[src/rtl/fetch_pkg.sv]
// fetch_pkg: shared widths and FSM encoding for the fetch unit.
// Imported by fetch_unit and fetch_pc.
package fetch_pkg;

  localparam int ADDR_W_DEF = 4;
  localparam int DATA_W_DEF = 8;

  localparam logic [2:0] S_IDLE   = 3'd0;
  localparam logic [2:0] S_LOAD   = 3'd1;
  localparam logic [2:0] S_REQ    = 3'd2;
  localparam logic [2:0] S_WAIT   = 3'd3;
  localparam logic [2:0] S_HOLD   = 3'd4;
  localparam logic [2:0] S_HALTED = 3'd5;

  function automatic logic is_busy(input logic [2:0] s);
    return (s != S_IDLE) && (s != S_HALTED);
  endfunction

endpackage

[src/rtl/fetch_pc.sv]
// fetch_pc: program counter register with clear, wrapping increment
// and load; pc_nxt exposes the value it takes at the next edge.
module fetch_pc
  import fetch_pkg::*;
#(
  parameter int ADDR_W = ADDR_W_DEF
) (
  input  logic              clk,
  input  logic              rstn,
  input  logic              clr,
  input  logic              ld,
  input  logic              inc,
  input  logic [ADDR_W-1:0] ld_addr,
  output logic [ADDR_W-1:0] pc,
  output logic [ADDR_W-1:0] pc_nxt
);

  always_comb begin
    pc_nxt = pc;
    unique case (1'b1)
      clr:     pc_nxt = '0;
      ld:      pc_nxt = ld_addr;
      inc:     pc_nxt = pc + ADDR_W'(1);
      default: pc_nxt = pc;
    endcase
  end

  always_ff @(posedge clk) begin
    if (rstn) pc <= '0;
    else      pc <= pc_nxt;
  end

endmodule

[src/rtl/fetch_unit.sv]
// fetch_unit: loads program bytes into prog_mem and fetches them one
// at a time to the decoder with a valid/ready hold and halt control.
module fetch_unit
  import fetch_pkg::*;
#(
  parameter int ADDR_W = ADDR_W_DEF,
  parameter int DATA_W = DATA_W_DEF
) (
  input  logic              clk,
  input  logic              rstn,
  input  logic              start,
  input  logic              halt,
  input  logic              load_en,
  input  logic [DATA_W-1:0] load_data,
  input  logic              jump_en,
  input  logic [ADDR_W-1:0] jump_addr,
  output logic [ADDR_W-1:0] mem_addr,
  output logic              mem_rd_enable,
  output logic              mem_wr_enable,
  output logic [DATA_W-1:0] mem_wr_data,
  input  logic [DATA_W-1:0] mem_rd_data,
  output logic [DATA_W-1:0] instr,
  output logic              instr_valid,
  input  logic              instr_ready,
  output logic [ADDR_W-1:0] pc,
  output logic              busy
);

  logic [2:0]        state, state_d;
  logic [ADDR_W-1:0] load_ptr, wr_addr, pc_nxt;
  logic in_idle, in_fetch, hs, stop;
  logic rd_go, wr_go, pc_clr, pc_ld, pc_inc;

  assign in_idle  = state == S_IDLE;
  assign in_fetch = (state == S_REQ) || (state == S_WAIT)
                 || (state == S_HOLD);
  // halt outranks the handshake, so a halted HOLD never advances pc
  assign hs       = (state == S_HOLD) && instr_ready && !halt;
  assign stop     = in_fetch && halt;
  assign pc_clr   = in_idle && !load_en && start;
  assign pc_ld    = hs && jump_en;
  assign pc_inc   = hs && !jump_en;
  assign rd_go    = pc_clr || hs
                 || ((state == S_HALTED) && start);
  assign wr_go    = (in_idle || (state == S_LOAD)) && load_en;
  assign wr_addr  = in_idle ? '0 : load_ptr;

  fetch_pc #(.ADDR_W(ADDR_W)) u_pc (
    .clk    (clk),
    .rstn   (rstn),
    .clr    (pc_clr),
    .ld     (pc_ld),
    .inc    (pc_inc),
    .ld_addr(jump_addr),
    .pc     (pc),
    .pc_nxt (pc_nxt)
  );

  always_comb begin
    state_d = state;
    case (state)
      S_IDLE: begin
        if (load_en)    state_d = S_LOAD;
        else if (start) state_d = S_REQ;
      end
      S_LOAD:   if (!load_en) state_d = S_IDLE;
      S_REQ:    state_d = halt ? S_HALTED : S_WAIT;
      S_WAIT:   state_d = halt ? S_HALTED : S_HOLD;
      S_HOLD: begin
        if (halt)             state_d = S_HALTED;
        else if (instr_ready) state_d = S_REQ;
      end
      S_HALTED: if (start) state_d = S_REQ;
      default:  state_d = S_IDLE;
    endcase
  end

  always_ff @(posedge clk) begin
    if (rstn) begin
      state         <= S_IDLE;
      load_ptr      <= '0;
      instr         <= '0;
      instr_valid   <= 1'b0;
      mem_addr      <= '0;
      mem_wr_data   <= '0;
      mem_rd_enable <= 1'b0;
      mem_wr_enable <= 1'b0;
      busy          <= 1'b0;
    end else begin
      state         <= state_d;
      busy          <= is_busy(state_d);
      mem_rd_enable <= rd_go;
      mem_wr_enable <= wr_go;
      if (rd_go) begin
        mem_addr <= pc_nxt;
      end else if (wr_go) begin
        mem_addr    <= wr_addr;
        mem_wr_data <= load_data;
        load_ptr    <= wr_addr + ADDR_W'(1);
      end
      if ((state == S_WAIT) && !halt) begin
        instr       <= mem_rd_data;
        instr_valid <= 1'b1;
      end else if (stop || hs) begin
        instr_valid <= 1'b0;
      end
    end
  end

endmodule

[config.mk]
export PLATFORM = sky130hd
export DESIGN_NAME = fetch_unit
export DESIGN_NICKNAME = d
export VERILOG_FILES = /design/src/rtl/fetch_pkg.sv /design/src/rtl/fetch_pc.sv /design/src/rtl/fetch_unit.sv
export SDC_FILE = /design/constraint.sdc
export NUM_CORES = 1
export LEC_CHECK = 0
export ABC_CLOCK_PERIOD_IN_PS = 4400
export CAP_MARGIN = 0
export CORE_MARGIN = 8
export CORE_UTILIZATION = 48
export DETAILED_ROUTE_END_ITERATION = 16
export PLACE_DENSITY_LB_ADDON = 0.08
export RECOVER_POWER = 100
export SETUP_SLACK_MARGIN = 0.3
export SLEW_MARGIN = 10
export SYNTH_ARGS = -nofsm -noshare
export SYNTH_HDL_FRONTEND = slang
export SYNTH_HIERARCHICAL = 1
export SYNTH_SLANG_ARGS = --single-unit
[constraint.sdc]
create_clock -name clk -period 4.4 [get_ports clk]
set_input_delay 0.44 -clock clk [delete_from_list [all_inputs] [get_ports clk]]
set_output_delay 0.44 -clock clk [all_outputs]
set_load 0.01 [all_outputs]
==> results of run 1 <==
[metal layers]
metal	vias to the layer above	wire length, um	track usage (%)
li1	737	-	-
met4	0	35	5.33
met2	34	2130	26.8
met1	697	1580	16.3
met3	5	247	4.81
met5	-	0	0
[sequential cells by signal, indices dropped and copies added (netlist names)]
name           count
mem_wr_enable      1
mem_rd_enable      1
instr              8
instr_valid        1
state              3
u_pc/pc            4
mem_addr           4
mem_wr_data        8
load_ptr           4
busy               1
[through the flow]
stage / hold WS [ns] / power [mW]
2_1_floorplan: 0.459 / 0.392
3_3_place_gp: 0.444 / 0.439
3_5_place_dp: 0.447 / 0.443
4_1_cts: 0.461 / 0.601
5_1_grt: 0.486 / 0.620
6_report: 0.453 / 0.590
[cells by family (layout without fill, tap and decap cells)]
| group | count (synthesis) | count (layout) | synth area share (%) |
|---|---|---|---|
| fa+ha+maj | 2 | 2 | 1.60 |
| xor+xnor | 1 | 1 | 0.559 |
| mux | 9 | 9 | 5.83 |
| buf+inv | 14 | 66 | 4.07 |
| compound gates | 38 | 38 | 16.2 |
| simple gates | 79 | 79 | 27.0 |
| flops | 35 | 35 | 44.7 |
[synthesized netlist by cell type (3+ instances only)]
cell | number | area share [%]
buf_2 | 3 | 0.96
nor2_1 | 19 | 4.6
mux2i_1 | 8 | 5.1
a21oi_1 | 17 | 5.4
nor3_1 | 3 | 0.96
nand3_1 | 7 | 2.2
a32oi_1 | 3 | 1.7
inv_1 | 3 | 0.72
nor4_1 | 3 | 1.2
clkbuf_1 | 7 | 1.7
nand3b_1 | 5 | 2.4
o21ai_0 | 6 | 1.9
dfxtp_1 | 35 | 45
nand2_1 | 22 | 5.3
nor2b_1 | 8 | 3.2
[worst paths after layout]
check | start | endpoint | depth (start not counted)
max | load_en | load_ptr[2]$_SDFFE_PP0P_ | 5
max reg2reg | state[2]$_SDFF_PP0_ | load_ptr[2]$_SDFFE_PP0P_ | 4
min reg2reg | mem_wr_data[4]$_SDFFE_PP0P_ | mem_wr_data[4]$_SDFFE_PP0P_ | 2
min | mem_wr_data[4]$_SDFFE_PP0P_ | mem_wr_data[4]$_SDFFE_PP0P_ | 2
[final cells by class]
class	instances	area share, %
Multi-Input combinational cell	129	36.1
Sequential cell	35	32.7
Timing Repair Buffer	55	25.6
Tap cell	44	2.57
Clock buffer	5	1.75
Clock inverter	3	0.701
Inverter	3	0.526
[worst max-delay path, cell delays in order]
cell and delay [ns]:
dlygate4sd3_1 0.61, nor3b_1 1.49, o21ai_0 0.28, a22oi_1 0.25, nor2_1 0.06
[where the power goes]
group | switching [mW] | internal, mW | leakage (nW)
clock network | 0.102 | 0.0594 | 0.0347
logic | 0.0426 | 0.0477 | 0.556
registers | 0.0110 | 0.328 | 0.285
total | 0.155 | 0.435 | 0.876
[cell usage in the layout, fill, tap and decap left out, drive strengths merged, types with 3 or more instances in the layout]
| master | n |
|---|---|
| dlygate4sd3 | 29 |
| a32oi | 3 |
| a31oi | 3 |
| o21ai | 6 |
| inv | 3 |
| a21oi | 17 |
| clkinv | 3 |
| mux2i | 8 |
| clkdlybuf4s50 | 25 |
| nor4 | 3 |
| nor2b | 9 |
| nor3 | 3 |
| dfxtp | 35 |
| nand3 | 8 |
| clkbuf | 5 |
| nand2 | 22 |
| nor2 | 19 |
| nand3b | 5 |
==> results_dict.tcl, run 1 <==
set metrics [dict create \
    drc 0 \
    dieArea_um2 5350 \
    ys_ff_latch 35 \
    drive_gt1_share_pct 5.65 \
    rsz0062_at_grt "no" \
    slew_violations 19 \
    placedCellCount 266 \
    place_area_um2 2120 \
    synth_area_um2 1570 \
    max_cap_viol_count 1 \
    path_class "input pin to register" \
    synth.avg_cell_area_um2 8.80 \
    grtUsageTotal_pct 15.1 \
    grt_pass1_wl_um 6440 \
    p_per_area_nw_per_um2 276 \
    postCtsSetupBuffers 0 \
    final_area_um2 2140 \
    core-area_um2 3080 \
    failed_checks "capacitance limit, slew limit" \
    num_vias 1473 \
    wirelength_um 4000 \
    htree_num_levels 2 \
    synth_edf_count 0 \
    fin_ws_ns 1.48 \
    p_leak_nw 0.876 \
    clock_sinks 35 \
    cts_hold_buf 0 \
    ys_warn_count 6 \
    period_share_pct 66.3 \
    yosysSeqAreaShare_pct 44.7 \
    vias_per_cell 5.38 \
    cp.required_ns 4.61 \
    start_util_pct 50.9 \
    hold_viol_final 0 \
    post-route-util_pct 69.6 \
    grt_max_degree 36 \
    dieHeight_um 73.1 \
    grt_overflow_total 0 \
    cp-start-kind "input pin" \
    drt_pass1_iterations 4 \
    cp_data_arrival_time_ns 3.13 \
    postSynthCellCount 178 \
    finClkSkew_ns 0.00635 \
    synth_nets 207 \
    outcome "finished, violations left" \
    relSlewSlack_pct -26.1 \
    post-route-min-period_ns 2.92 \
    seq_area_um2 701 \
    max_freq_mhz 343 \
    antenna_cells 0 \
    fin_nets 258 \
    multi_input_area_um2 773 \
    drt_iter0_drc 131 \
    place_ws_ns 1.72 \
    gp_congestion 0.833 \
    ant_nets 0 \
    ir_drop_mv 0.251 \
    worstPathMaxFanout 18 \
    antenna_found_initial 0 \
    synth_cell_types 39 \
    fillers 262 \
    cts.root.buffer_cell "clkbuf_4" \
    io_pins 55 \
    wl_per_cell_um 14.6 \
    fin_cells 274 \
    portBuffers 54 \
    hold_path_class "register to register" \
    grt_pass1_vias 1358 \
    hpwlAfterDp_um 2980 \
    max-clock-path-buffers 2 \
    fin_setup_tns_ns 0 \
    cts_tree "built" \
    clk_pin_slew_worst_paths_ns 0.10 \
    die_x_um 73.1 \
    synthArstFlopShare_pct 0 \
    rows 20 \
    cts_made_buffers 5 \
    tightest_slew_ns 1.89 \
    rrSetupSlack_ns 1.72 \
    end_kind "register" \
    clk_latency_ns 0.33 \
    synth-main-ff-cell "dfxtp_1" \
    setup_violations 0 \
    area_delta_synth_final_pct 36.7 \
    cts-resized-gates 0 \
]
Power figures use the tool's default switching activity.
==> run 2: changes to the inputs <==
ABC_CLOCK_PERIOD_IN_PS = 2800   (was 4400)
CORE_UTILIZATION = 44   (was 48)
clock period = 2.8 ns   (was 4.4 ns; I/O delays follow)
==> run 2 against run 1 <==
Compared with the run above:
- the run now ends clean
- final cell count is 1.8% higher
- final area increased by 1.6%
- flip-flop and latch count is the same
- first-iteration DRC count shrank 5.3%
- sequential power is 57% higher
- critical path type is now register to register
- largest cell class unchanged
- largest power group unchanged
==> results_dict.tcl, run 2 (synthesized netlist as in run 1, its figures left out) <==
set metrics [dict create \
    rrSetupSlack_ns 0.52 \
    drt-met1-wl_um 1620 \
    slowest_delay_ns 0.52 \
    cts_tree "built" \
    power.switching_fraction_pct 27.0 \
    drt_pass1_iterations 5 \
    crit_family "simple AND/OR/NAND/NOR gates" \
    outcome "finished, final reports clean" \
    ant_nets 0 \
    cts_made_buffers 5 \
    portBuffers 54 \
    p_leak_nw 0.876 \
    final_area_um2 2170 \
    rsz0062_at_grt "no" \
    critPathBufInv 1 \
    grt_overflow_total 0 \
    clk_latency_ns 0.33 \
    grt_pass1_vias 1423 \
    post-route-util_pct 64.2 \
    seq_area_um2 702 \
    post-route-min-period_ns 2.28 \
    rows 21 \
    wirelength_um 3960 \
    start_util_pct 46.2 \
    tightest_slew_ns 0.743 \
    holdWs_ns 0.455 \
    gp_congestion 0.848 \
    place_ws_ns 0.396 \
    layout_commonest_cell "dfxtp_1" \
    p_switching_uw 255 \
    p_comb_share_pct 15.2 \
    hpwlAfterDp_um 2980 \
    drive_gt1_share_pct 6.87 \
    fin_ws_ns 0.521 \
    clock_sinks 35 \
    area_delta_synth_final_pct 38.8 \
    die_x_um 75.7 \
    antenna_cells 0 \
    fillers 278 \
    path_class "register to register" \
    setup_violations 0 \
    wl_per_cell_um 14.2 \
    p_per_area_nw_per_um2 433 \
    slew_violations 0 \
    relSlewSlack_pct 50.2 \
    largestRegisters "instr (8), mem_wr_data (8)" \
    io_pins 55 \
    cts_hold_buf 0 \
    place_area_um2 2140 \
    drc 0 \
    fin_nets 261 \
    fin_cells 279 \
    max_cap_viol_count 0 \
    cp-start-kind "register" \
    dieArea_um2 5730 \
    final_cell_mix "dfxtp_1 (34), dlygate4sd3_1 (28), clkdlybuf4s50_1 (26)" \
    cp_data_arrival_time_ns 2.50 \
    multi_input_area_um2 783 \
    core-area_um2 3390 \
    max-clock-path-buffers 2 \
    grt_pass1_wl_um 6210 \
    max_freq_mhz 439 \
    dieHeight_um 75.7 \
    ir_drop_mv 0.338 \
    num_vias 1485 \
    finClkSkew_ns 0.00670 \
    clk_pin_slew_worst_paths_ns 0.11 \
    cts-resized-gates 0 \
    path_cells "nor4_1 -> and2_0 -> nor3_1 -> a222oi_1 -> inv_1 -> a32oi_1 -> a21oi_1" \
    placedCellCount 271 \
    clockPowerShare_pct 28.2 \
    cts.root.buffer_cell "clkbuf_4" \
    drt_iter0_drc 124 \
    p_int_uw 688 \
    hold_viol_final 0 \
    wl_met3_um 284 \
    highest_layer "met4" \
    wl_met2_um 2000 \
    hold_path_class "register to register" \
    cp.required_ns 3.02 \
    antenna_found_initial 0 \
    fin_setup_tns_ns 0 \
    critPathSlowestCell "dfxtp_1" \
    vias_per_cell 5.32 \
    end_kind "register" \
    period_share_pct 81.4 \
    htree_num_levels 2 \
    postCtsSetupBuffers 0 \
    finalPower_uw 943 \
    worstPathMaxFanout 19 \
    p_seq_share_pct 56.5 \
    grt_max_degree 20 \
    grtUsageTotal_pct 13.9 \
]
==> run 2: worst min-delay path, stage by stage (launching register included) <==
cell	delay, ns
dfxtp_1	0.32
nand2_1	0.05
a21oi_1	0.05
==> run 2: power by group through the flow <==
stage / logic (mW) / registers (mW) / clock network [mW]
3_5_place_dp: 0.153 / 0.545 / 0
6_report: 0.144 / 0.533 / 0.266
5_1_grt: 0.158 / 0.536 / 0.300
4_1_cts: 0.154 / 0.534 / 0.280
3_3_place_gp: 0.149 / 0.544 / 0
2_1_floorplan: 0.0747 / 0.542 / 0
==> run 2: per-layer routing <==
| layer | vias up | GRT usage (%) |
|---|---|---|
| met1 | 686 | 15.1 |
| met2 | 54 | 24.6 |
| li1 | 738 | - |
| met4 | 0 | 4.48 |
| met5 | - | 0 |
| met3 | 7 | 4.87 |
==> run 2: layout make-up <==
| cell class | count | area share [%] |
|---|---|---|
| Clock inverter | 3 | 0.921 |
| Inverter | 3 | 0.518 |
| Tap cell | 46 | 2.65 |
| Clock buffer | 5 | 1.73 |
| Multi-Input combinational cell | 129 | 36.0 |
| Sequential cell | 35 | 32.3 |
| Timing Repair Buffer | 58 | 25.9 |
==> run 2: worst paths after layout <==
kind / from / end / depth (start not counted)
worst min-delay path: mem_wr_data[0]$_SDFFE_PP0P_ / mem_wr_data[0]$_SDFFE_PP0P_ / 2
worst max-delay path: state[0]$_SDFF_PP0_ / mem_addr[2]$_SDFFE_PP0P_ / 7
worst max register to register: state[0]$_SDFF_PP0_ / mem_addr[2]$_SDFFE_PP0P_ / 7
worst min register to register: mem_wr_data[0]$_SDFFE_PP0P_ / mem_wr_data[0]$_SDFFE_PP0P_ / 2
